===== src/rtl/fmap_stream_reader_pkg.sv =====
// Shared definitions for the feature-map stream reader.
//   state_t      : reader FSM states
//   DEF_*        : default map geometry, word width and done timeout
//   POS_W        : width of the row/col fields carried with each beat
//   idx_w()      : index width needed to address n items (minimum 1)
package fmap_stream_reader_pkg;

  localparam int unsigned DEF_DATA_W      = 32;
  localparam int unsigned DEF_FMAP_W      = 6;
  localparam int unsigned DEF_FMAP_H      = 6;
  localparam int unsigned DEF_TIMEOUT_CYC = 4096;
  localparam int unsigned POS_W           = 3;

  typedef enum logic [2:0] {
    S_IDLE,
    S_ENG_RST,
    S_ENG_START,
    S_WAIT_DONE,
    S_STREAM
  } state_t;

  function automatic int unsigned idx_w(input int unsigned n);
    return (n <= 2) ? 1 : $clog2(n);
  endfunction

endpackage


===== src/rtl/fmap_stream_reader_if.sv =====
// Valid/ready beat stream carrying one feature-map value plus its position.
//   m_valid : beat valid (master)
//   m_ready : downstream accept (slave)
//   m_data  : signed map value
//   m_row   : output row index of the beat
//   m_col   : output column index of the beat
//   m_last  : final beat of the frame
interface fmap_stream_reader_if
  import fmap_stream_reader_pkg::*;
#(
  parameter int unsigned DATA_W = DEF_DATA_W
);

  logic                     m_valid;
  logic                     m_ready;
  logic signed [DATA_W-1:0] m_data;
  logic [POS_W-1:0]         m_row;
  logic [POS_W-1:0]         m_col;
  logic                     m_last;

  modport master (
    output m_valid, m_data, m_row, m_col, m_last,
    input  m_ready
  );

  modport slave (
    input  m_valid, m_data, m_row, m_col, m_last,
    output m_ready
  );

endinterface


===== src/rtl/fmap_stream_reader_max4_signed.sv =====
// Combinational signed maximum of four words; used for the 2x2 pooling window.
//   a, b, c, d : signed inputs
//   y          : largest input (ties resolve to any equal value)
module max4_signed #(
  parameter int unsigned DATA_W = 32
) (
  input  logic signed [DATA_W-1:0] a,
  input  logic signed [DATA_W-1:0] b,
  input  logic signed [DATA_W-1:0] c,
  input  logic signed [DATA_W-1:0] d,
  output logic signed [DATA_W-1:0] y
);

  logic signed [DATA_W-1:0] ab;
  logic signed [DATA_W-1:0] cd;

  always_comb begin
    ab = (a > b) ? a : b;
    cd = (c > d) ? c : d;
    y  = (ab > cd) ? ab : cd;
  end

endmodule


===== src/rtl/fmap_stream_reader.sv =====
// Consumer end of the CNN engine output map. A frame request resets and
// starts the engine, waits (bounded) for done, then streams the map row-major
// over a valid/ready interface, optionally max-pooled 2x2/stride 2.
//   clk, rst   : clock; asynchronous active-high reset
//   frame_req  : one-cycle frame request, honoured only when idle
//   pool_en    : sampled with frame_req, selects pooled readout
//   eng_rst    : one-cycle engine reset pulse
//   eng_start  : one-cycle engine start pulse
//   eng_done   : engine done level, only looked at while waiting for it
//   fmap       : engine output map, row-major, read live while streaming
//   m          : beat stream (master side)
//   busy       : high whenever not idle
//   err        : sticky done-timeout flag, cleared by the next accepted request
//   frame_cnt  : completed frames, wrapping
module fmap_stream_reader
  import fmap_stream_reader_pkg::*;
#(
  parameter int unsigned DATA_W      = DEF_DATA_W,
  parameter int unsigned FMAP_W      = DEF_FMAP_W,
  parameter int unsigned FMAP_H      = DEF_FMAP_H,
  parameter int unsigned TIMEOUT_CYC = DEF_TIMEOUT_CYC
) (
  input  logic                                   clk,
  input  logic                                   rst,
  input  logic                                   frame_req,
  input  logic                                   pool_en,
  output logic                                   eng_rst,
  output logic                                   eng_start,
  input  logic                                   eng_done,
  input  logic [FMAP_W*FMAP_H-1:0][DATA_W-1:0]   fmap,
  fmap_stream_reader_if.master                   m,
  output logic                                   busy,
  output logic                                   err,
  output logic [15:0]                            frame_cnt
);

  localparam int unsigned N  = FMAP_W * FMAP_H;
  localparam int unsigned AW = idx_w(N);
  localparam int unsigned TW = idx_w(TIMEOUT_CYC);

  state_t state;
  state_t state_nx;

  logic                     pool_q;
  logic [TW-1:0]            tcnt;
  logic                     tc_hit;

  // Position of the next beat to load into the output register.
  logic [POS_W-1:0]         row;
  logic [POS_W-1:0]         col;
  logic [POS_W-1:0]         row_last;
  logic [POS_W-1:0]         col_last;

  // Output register.
  logic                     v_q;
  logic signed [DATA_W-1:0] d_q;
  logic [POS_W-1:0]         r_q;
  logic [POS_W-1:0]         c_q;
  logic                     l_q;

  logic                     xfer;
  logic                     done_frame;
  logic                     load;

  int unsigned              ri;
  int unsigned              ci;
  logic [AW-1:0]            i_norm;
  logic [AW-1:0]            i00;
  logic [AW-1:0]            i01;
  logic [AW-1:0]            i10;
  logic [AW-1:0]            i11;
  logic signed [DATA_W-1:0] pool_val;
  logic signed [DATA_W-1:0] beat_val;

  assign tc_hit     = (tcnt == TW'(TIMEOUT_CYC - 1));
  assign row_last   = pool_q ? POS_W'(FMAP_H/2 - 1) : POS_W'(FMAP_H - 1);
  assign col_last   = pool_q ? POS_W'(FMAP_W/2 - 1) : POS_W'(FMAP_W - 1);
  assign xfer       = v_q & m.m_ready;
  assign done_frame = xfer & l_q;
  // The register refills when empty or when its beat leaves, except once the
  // final beat is in it: that transfer ends the frame instead.
  assign load       = (state == S_STREAM) && (!v_q || (m.m_ready && !l_q));

  // Element addresses for the current position: direct, and the top-left
  // corner of the 2x2 window plus its three neighbours.
  always_comb begin
    ri     = 32'(row);
    ci     = 32'(col);
    i_norm = AW'(ri * FMAP_W + ci);
    i00    = AW'(2 * ri * FMAP_W + 2 * ci);
    i01    = i00 + AW'(1);
    i10    = i00 + AW'(FMAP_W);
    i11    = i10 + AW'(1);
  end

  max4_signed #(
    .DATA_W (DATA_W)
  ) u_max4 (
    .a (fmap[i00]),
    .b (fmap[i01]),
    .c (fmap[i10]),
    .d (fmap[i11]),
    .y (pool_val)
  );

  assign beat_val = pool_q ? pool_val : $signed(fmap[i_norm]);

  always_ff @(posedge clk or posedge rst) begin
    if (rst) begin
      state <= S_IDLE;
    end else begin
      state <= state_nx;
    end
  end

  always_comb begin
    state_nx = state;
    case (state)
      S_IDLE:      if (frame_req) state_nx = S_ENG_RST;
      S_ENG_RST:   state_nx = S_ENG_START;
      S_ENG_START: state_nx = S_WAIT_DONE;
      // Done has priority over the terminal count in the same cycle.
      S_WAIT_DONE: begin
        if (eng_done)    state_nx = S_STREAM;
        else if (tc_hit) state_nx = S_IDLE;
      end
      S_STREAM:    if (done_frame) state_nx = S_IDLE;
      default:     state_nx = S_IDLE;
    endcase
  end

  always_ff @(posedge clk or posedge rst) begin
    if (rst) begin
      pool_q    <= 1'b0;
      err       <= 1'b0;
      tcnt      <= '0;
      row       <= '0;
      col       <= '0;
      v_q       <= 1'b0;
      d_q       <= '0;
      r_q       <= '0;
      c_q       <= '0;
      l_q       <= 1'b0;
      frame_cnt <= '0;
    end else begin
      case (state)
        S_IDLE: begin
          if (frame_req) begin
            pool_q <= pool_en;
            err    <= 1'b0;
          end
        end
        S_ENG_START: begin
          tcnt <= '0;
          row  <= '0;
          col  <= '0;
        end
        S_WAIT_DONE: begin
          if (!eng_done) begin
            if (tc_hit) err  <= 1'b1;
            else        tcnt <= tcnt + 1'b1;
          end
        end
        S_STREAM: begin
          if (done_frame) begin
            v_q       <= 1'b0;
            l_q       <= 1'b0;
            frame_cnt <= frame_cnt + 1'b1;
          end else if (load) begin
            v_q <= 1'b1;
            d_q <= beat_val;
            r_q <= row;
            c_q <= col;
            l_q <= (row == row_last) && (col == col_last);
            if (col == col_last) begin
              col <= '0;
              row <= row + 1'b1;
            end else begin
              col <= col + 1'b1;
            end
          end
        end
        default: ;
      endcase
    end
  end

  assign eng_rst   = (state == S_ENG_RST);
  assign eng_start = (state == S_ENG_START);
  assign busy      = (state != S_IDLE);

  assign m.m_valid = v_q;
  assign m.m_data  = d_q;
  assign m.m_row   = r_q;
  assign m.m_col   = c_q;
  assign m.m_last  = l_q;

endmodule


===== src/flat_wrapper.sv =====
// flat-port wrapper written by rule: the top's interface ports become plain ports
module fmap_stream_reader_flat import fmap_stream_reader_pkg::*;
#(
  parameter int unsigned DATA_W      = DEF_DATA_W,
  parameter int unsigned FMAP_W      = DEF_FMAP_W,
  parameter int unsigned FMAP_H      = DEF_FMAP_H,
  parameter int unsigned TIMEOUT_CYC = DEF_TIMEOUT_CYC
)
  (clk, rst, frame_req, pool_en, eng_rst, eng_start, eng_done, fmap, busy, err, frame_cnt, m_m_valid, m_m_data, m_m_row, m_m_col, m_m_last, m_m_ready);
  fmap_stream_reader_if #(.DATA_W(DATA_W)) m_i ();
  input  logic clk;
  input  logic rst;
  input  logic frame_req;
  input  logic pool_en;
  output logic eng_rst;
  output logic eng_start;
  input  logic eng_done;
  input  logic [FMAP_W*FMAP_H-1:0][DATA_W-1:0] fmap;
  output logic busy;
  output logic err;
  output logic [15:0] frame_cnt;
  output wire logic [$bits(m_i.m_valid)-1:0] m_m_valid;
  output wire logic [$bits(m_i.m_data)-1:0] m_m_data;
  output wire logic [$bits(m_i.m_row)-1:0] m_m_row;
  output wire logic [$bits(m_i.m_col)-1:0] m_m_col;
  output wire logic [$bits(m_i.m_last)-1:0] m_m_last;
  input wire logic [$bits(m_i.m_ready)-1:0] m_m_ready;
  assign m_m_valid = m_i.m_valid;
  assign m_m_data = m_i.m_data;
  assign m_m_row = m_i.m_row;
  assign m_m_col = m_i.m_col;
  assign m_m_last = m_i.m_last;
  assign m_i.m_ready = m_m_ready;
  fmap_stream_reader #(.DATA_W(DATA_W), .FMAP_W(FMAP_W), .FMAP_H(FMAP_H), .TIMEOUT_CYC(TIMEOUT_CYC)) u_core (.clk(clk), .rst(rst), .frame_req(frame_req), .pool_en(pool_en), .eng_rst(eng_rst), .eng_start(eng_start), .eng_done(eng_done), .fmap(fmap), .m(m_i), .busy(busy), .err(err), .frame_cnt(frame_cnt));
endmodule

===== config.mk =====
export PLATFORM = sky130hd
export DESIGN_NAME = fmap_stream_reader_flat
export DESIGN_NICKNAME = d
export VERILOG_FILES = /design/src/rtl/fmap_stream_reader_pkg.sv /design/src/rtl/fmap_stream_reader_if.sv /design/src/rtl/fmap_stream_reader_max4_signed.sv /design/src/rtl/fmap_stream_reader.sv /design/src/flat_wrapper.sv
export SDC_FILE = /design/constraint.sdc
export NUM_CORES = 2
export LEC_CHECK = 0
export CORE_AREA = 2 2 477 479
export CTS_BUF_LIST = sky130_fd_sc_hd__clkbuf_16
export DETAILED_ROUTE_END_ITERATION = 6
export DIE_AREA = 0 0 479 481
export GPL_TIMING_DRIVEN = 0
export PLACE_DENSITY = 0.42
export SLEW_MARGIN = 15
export SYNTH_ARGS = -nofsm -noshare
export SYNTH_HDL_FRONTEND = slang
export SYNTH_SLANG_ARGS = --single-unit

===== constraint.sdc =====
create_clock -name clk -period 11.3 [get_ports clk]
set_input_delay 1.695 -clock clk [delete_from_list [all_inputs] [get_ports clk]]
set_output_delay 1.695 -clock clk [all_outputs]
set_load 0.02 [all_outputs]

==> flow_metrics.env <==
export IMPL_min_period_ns=11.30
export IMPL_leakagePower_nw=17.2
export IMPL_clock_skew_ns=0.0140
export IMPL_finalPower_mw=11.3
export IMPL_hold_depth=1
export IMPL_path_buf_inv=8
export IMPL_ant_nets=0
export IMPL_place_congestion=1.06
export IMPL_grt_first_pass_wirelength_um=559000
export IMPL_yosysTopAreaCellShare_pct=49.7
export IMPL_worstSetupPathType="reg -> reg"
export IMPL_drc=0
export IMPL_crit_slowest_cell="buf_2"
export IMPL_start_kind="register"
export IMPL_maxCapViolations=0
export IMPL_timing_final_crit_share_pct=100
export IMPL_dp_hpwl_um=389000
export IMPL_drive_gt1_share_pct=28.5
export IMPL_cts_root_buf="clkbuf_16"
export IMPL_wire_per_inst_um=60.6
export IMPL_die_area_sq_um=230000
export IMPL_ys_ff_latch=79
export IMPL_regToRegStartpoint="u_core.row[0]"
export IMPL_hp_start="u_core.frame_cnt[15]"
export IMPL_avgSynthCellArea_sq_um=11.1
export IMPL_dieHeight_um=481
export IMPL_cts_max_level=3
export IMPL_vias=46919
export IMPL_synth_most_common_cell="mux4_2"
export IMPL_crit_arrival_ns=11.53
export IMPL_ios=1218
export IMPL_clock_sinks=79
export IMPL_finalSetupViolCount=0
export IMPL_crit_family="buffers and inverters"
export IMPL_clkTransAtPathRegs_ns=0.08
export IMPL_grt_pass1_vias=43933
export IMPL_hold_path_class="reg -> reg"
export IMPL_tightest_slew_ns=1.41
export IMPL_synthTopCellsByArea="mux4_2, mux2i_1, dfrtp_1, nand2_1, ha_1"
export IMPL_finalHoldViolations=0
export IMPL_viasPerCell=6.15
export IMPL_die_w_um=479
export IMPL_ys_seq_area_share_pct=5.54
export IMPL_numCtsBuffers=9
export IMPL_antenna_found_initial=294
export IMPL_synth_top_flop_cell="dfrtp_1"
export IMPL_max_stage_delay_ns=0.84
export IMPL_critPathLaunch="u_core.row[0]"
export IMPL_final_max_slew_violation_count=0
export IMPL_reg2reg_slack_ns=0.003
export IMPL_clock_latency_ns=0.37
export IMPL_portBuffers=1217
export IMPL_path_max_fanout=10
export IMPL_synth_edff_count=0
export IMPL_drt_pass1_iterations=7
export IMPL_yosysWarnings=0
export IMPL_synth_distinct_cells=72
export IMPL_worstPathRequired_ns=11.53
export IMPL_power_density_nw_per_um2=213
export IMPL_irDropWorstVdd_mv=0.183
export IMPL_syn_area_sq_um=35700
export IMPL_crit_path_end_kind="register"
export IMPL_status="complete, no violations"
export IMPL_start_util_pct=15.8
export IMPL_slew_headroom_pct=5.77
export IMPL_cts_hold_buffers=0
export IMPL_design_area_sq_um=53000
export IMPL_fin_nets=5724
export IMPL_core_area_sq_um=226000
export IMPL_place_area_sq_um=52100
export IMPL_syn2layout_area_growth_pct=48.4
export IMPL_reg2reg_depth=29
export IMPL_path_common_cell="buf_2"
export IMPL_synth_top_cell_by_area="mux4_2"
export IMPL_cts_path_max_buffers=2
export IMPL_cts_tree="done"
export IMPL_drt_iter0_markers=8040
export IMPL_syn_nets=4484
export IMPL_rr_endpoint="u_core.m.m_data[20]"
export IMPL_hold_end="u_core.frame_cnt[15]"
export IMPL_synthCells=3219
export IMPL_rsz0062_at_grt="no"
export IMPL_row_count=175
export IMPL_max_freq_ghz=0.0885
export IMPL_grt_max_degree=56
export IMPL_grtUsageTotal_pct=38.5
export IMPL_wl_um=462000
export IMPL_synthArstFlopShare_pct=100
export IMPL_yosys_top_cells_count="mux4_2, nand2_1, mux2i_1, o21ai_0"
export IMPL_grt_overflow=0
cell usage in the layout (no fill, tap or decap), drive strengths merged, types with 60 or more instances in the layout:
master         synthesis  layout
clkdlybuf4s50          0    1217
mux4                 787     787
mux2i                395     395
nand2                387     387
buf                  229     240
diode                  0     158
clkbuf               128     138
o21ai                133     133
a21oi                128     128
nor2                 105     105
ha                   105     105
inv                   88      91
nand3                 81      81
dfrtp                 79      79
o22ai                 75      75
mux2                  60      60
logic make-up after synthesis:
family / after synthesis / synth area share, %
adders and majority gates: 107 / 3.79
and+or+nand+nor: 743 / 9.35
AOI/OAI and AO/OA: 572 / 11.1
xor gates and xnor gates: 31 / 0.908
muxes: 1242 / 62.8
DFF: 79 / 5.54
buffers and inverters: 445 / 6.57
layout make-up:
class	instances	area, sq um
antenna	158	395
buffer	355	2160
clock buffer	9	225
clock inverter	7	67.6
fill	24379	173000
inverter	88	333
multi-input combinational	2695	31500
sequential	79	1980
tap	3009	3760
timing repair buffer	1231	12500
state kept, by name (all words and copies together), names as in the netlist, 3 cells and up:
signal	cells
u_core.tcnt	12
u_core.col	3
u_core.state	3
u_core.m.m_col	3
u_core.frame_cnt	16
u_core.m.m_row	3
u_core.m.m_data	32
u_core.row	3
metrics by stage:
stage	setup slack (ns)	hold WS, ns	cells	setup TNS, ns	util (%)
finish	0.00260	0.466	7631	0	23.5
global route	0.0159	0.480	7578	0	23.4
CTS	0.144	0.476	7473	0	23.2
detailed placement	-2.17	0.463	7459	-64.44	23.1
global placement	-2.98	0.458	7445	-89.53	22.9
floorplan	3.59	0.478	3219	0	-
where the power goes:
part           leakage, nW  total, mW  internal [mW]  switching, mW
registers            0.925      0.390          0.332         0.0580
logic                 16.1       10.6           3.79           6.80
clock network        0.146      0.300          0.155          0.145
timing repair:
item,4_1_cts,5_1_grt
setup endpoints to repair,32,32
resized for setup,60,40
setup buffers,0,0
worst max-delay path by stage:
stage / slack, ns / endpoint / cells past startpoint
after floorplan: 3.59 / u_core.m.m_data[14] / 33
after global routing: 0.02 / u_core.m.m_data[20] / 35
after detailed placement: -2.17 / u_core.m.m_data[16] / 35
final: 0.003 / u_core.m.m_data[20] / 29
after CTS: 0.14 / u_core.m.m_data[16] / 36
after global placement: -2.98 / u_core.m.m_data[20] / 35
routing by layer:
layer | wire, um | GRT usage [%]
met4 | 42800 | 30.1
met2 | 190000 | 54.9
met1 | 173000 | 46.1
met5 | 758 | 0
met3 | 56000 | 15.0
Note: power is estimated with default switching activity, not from simulation.
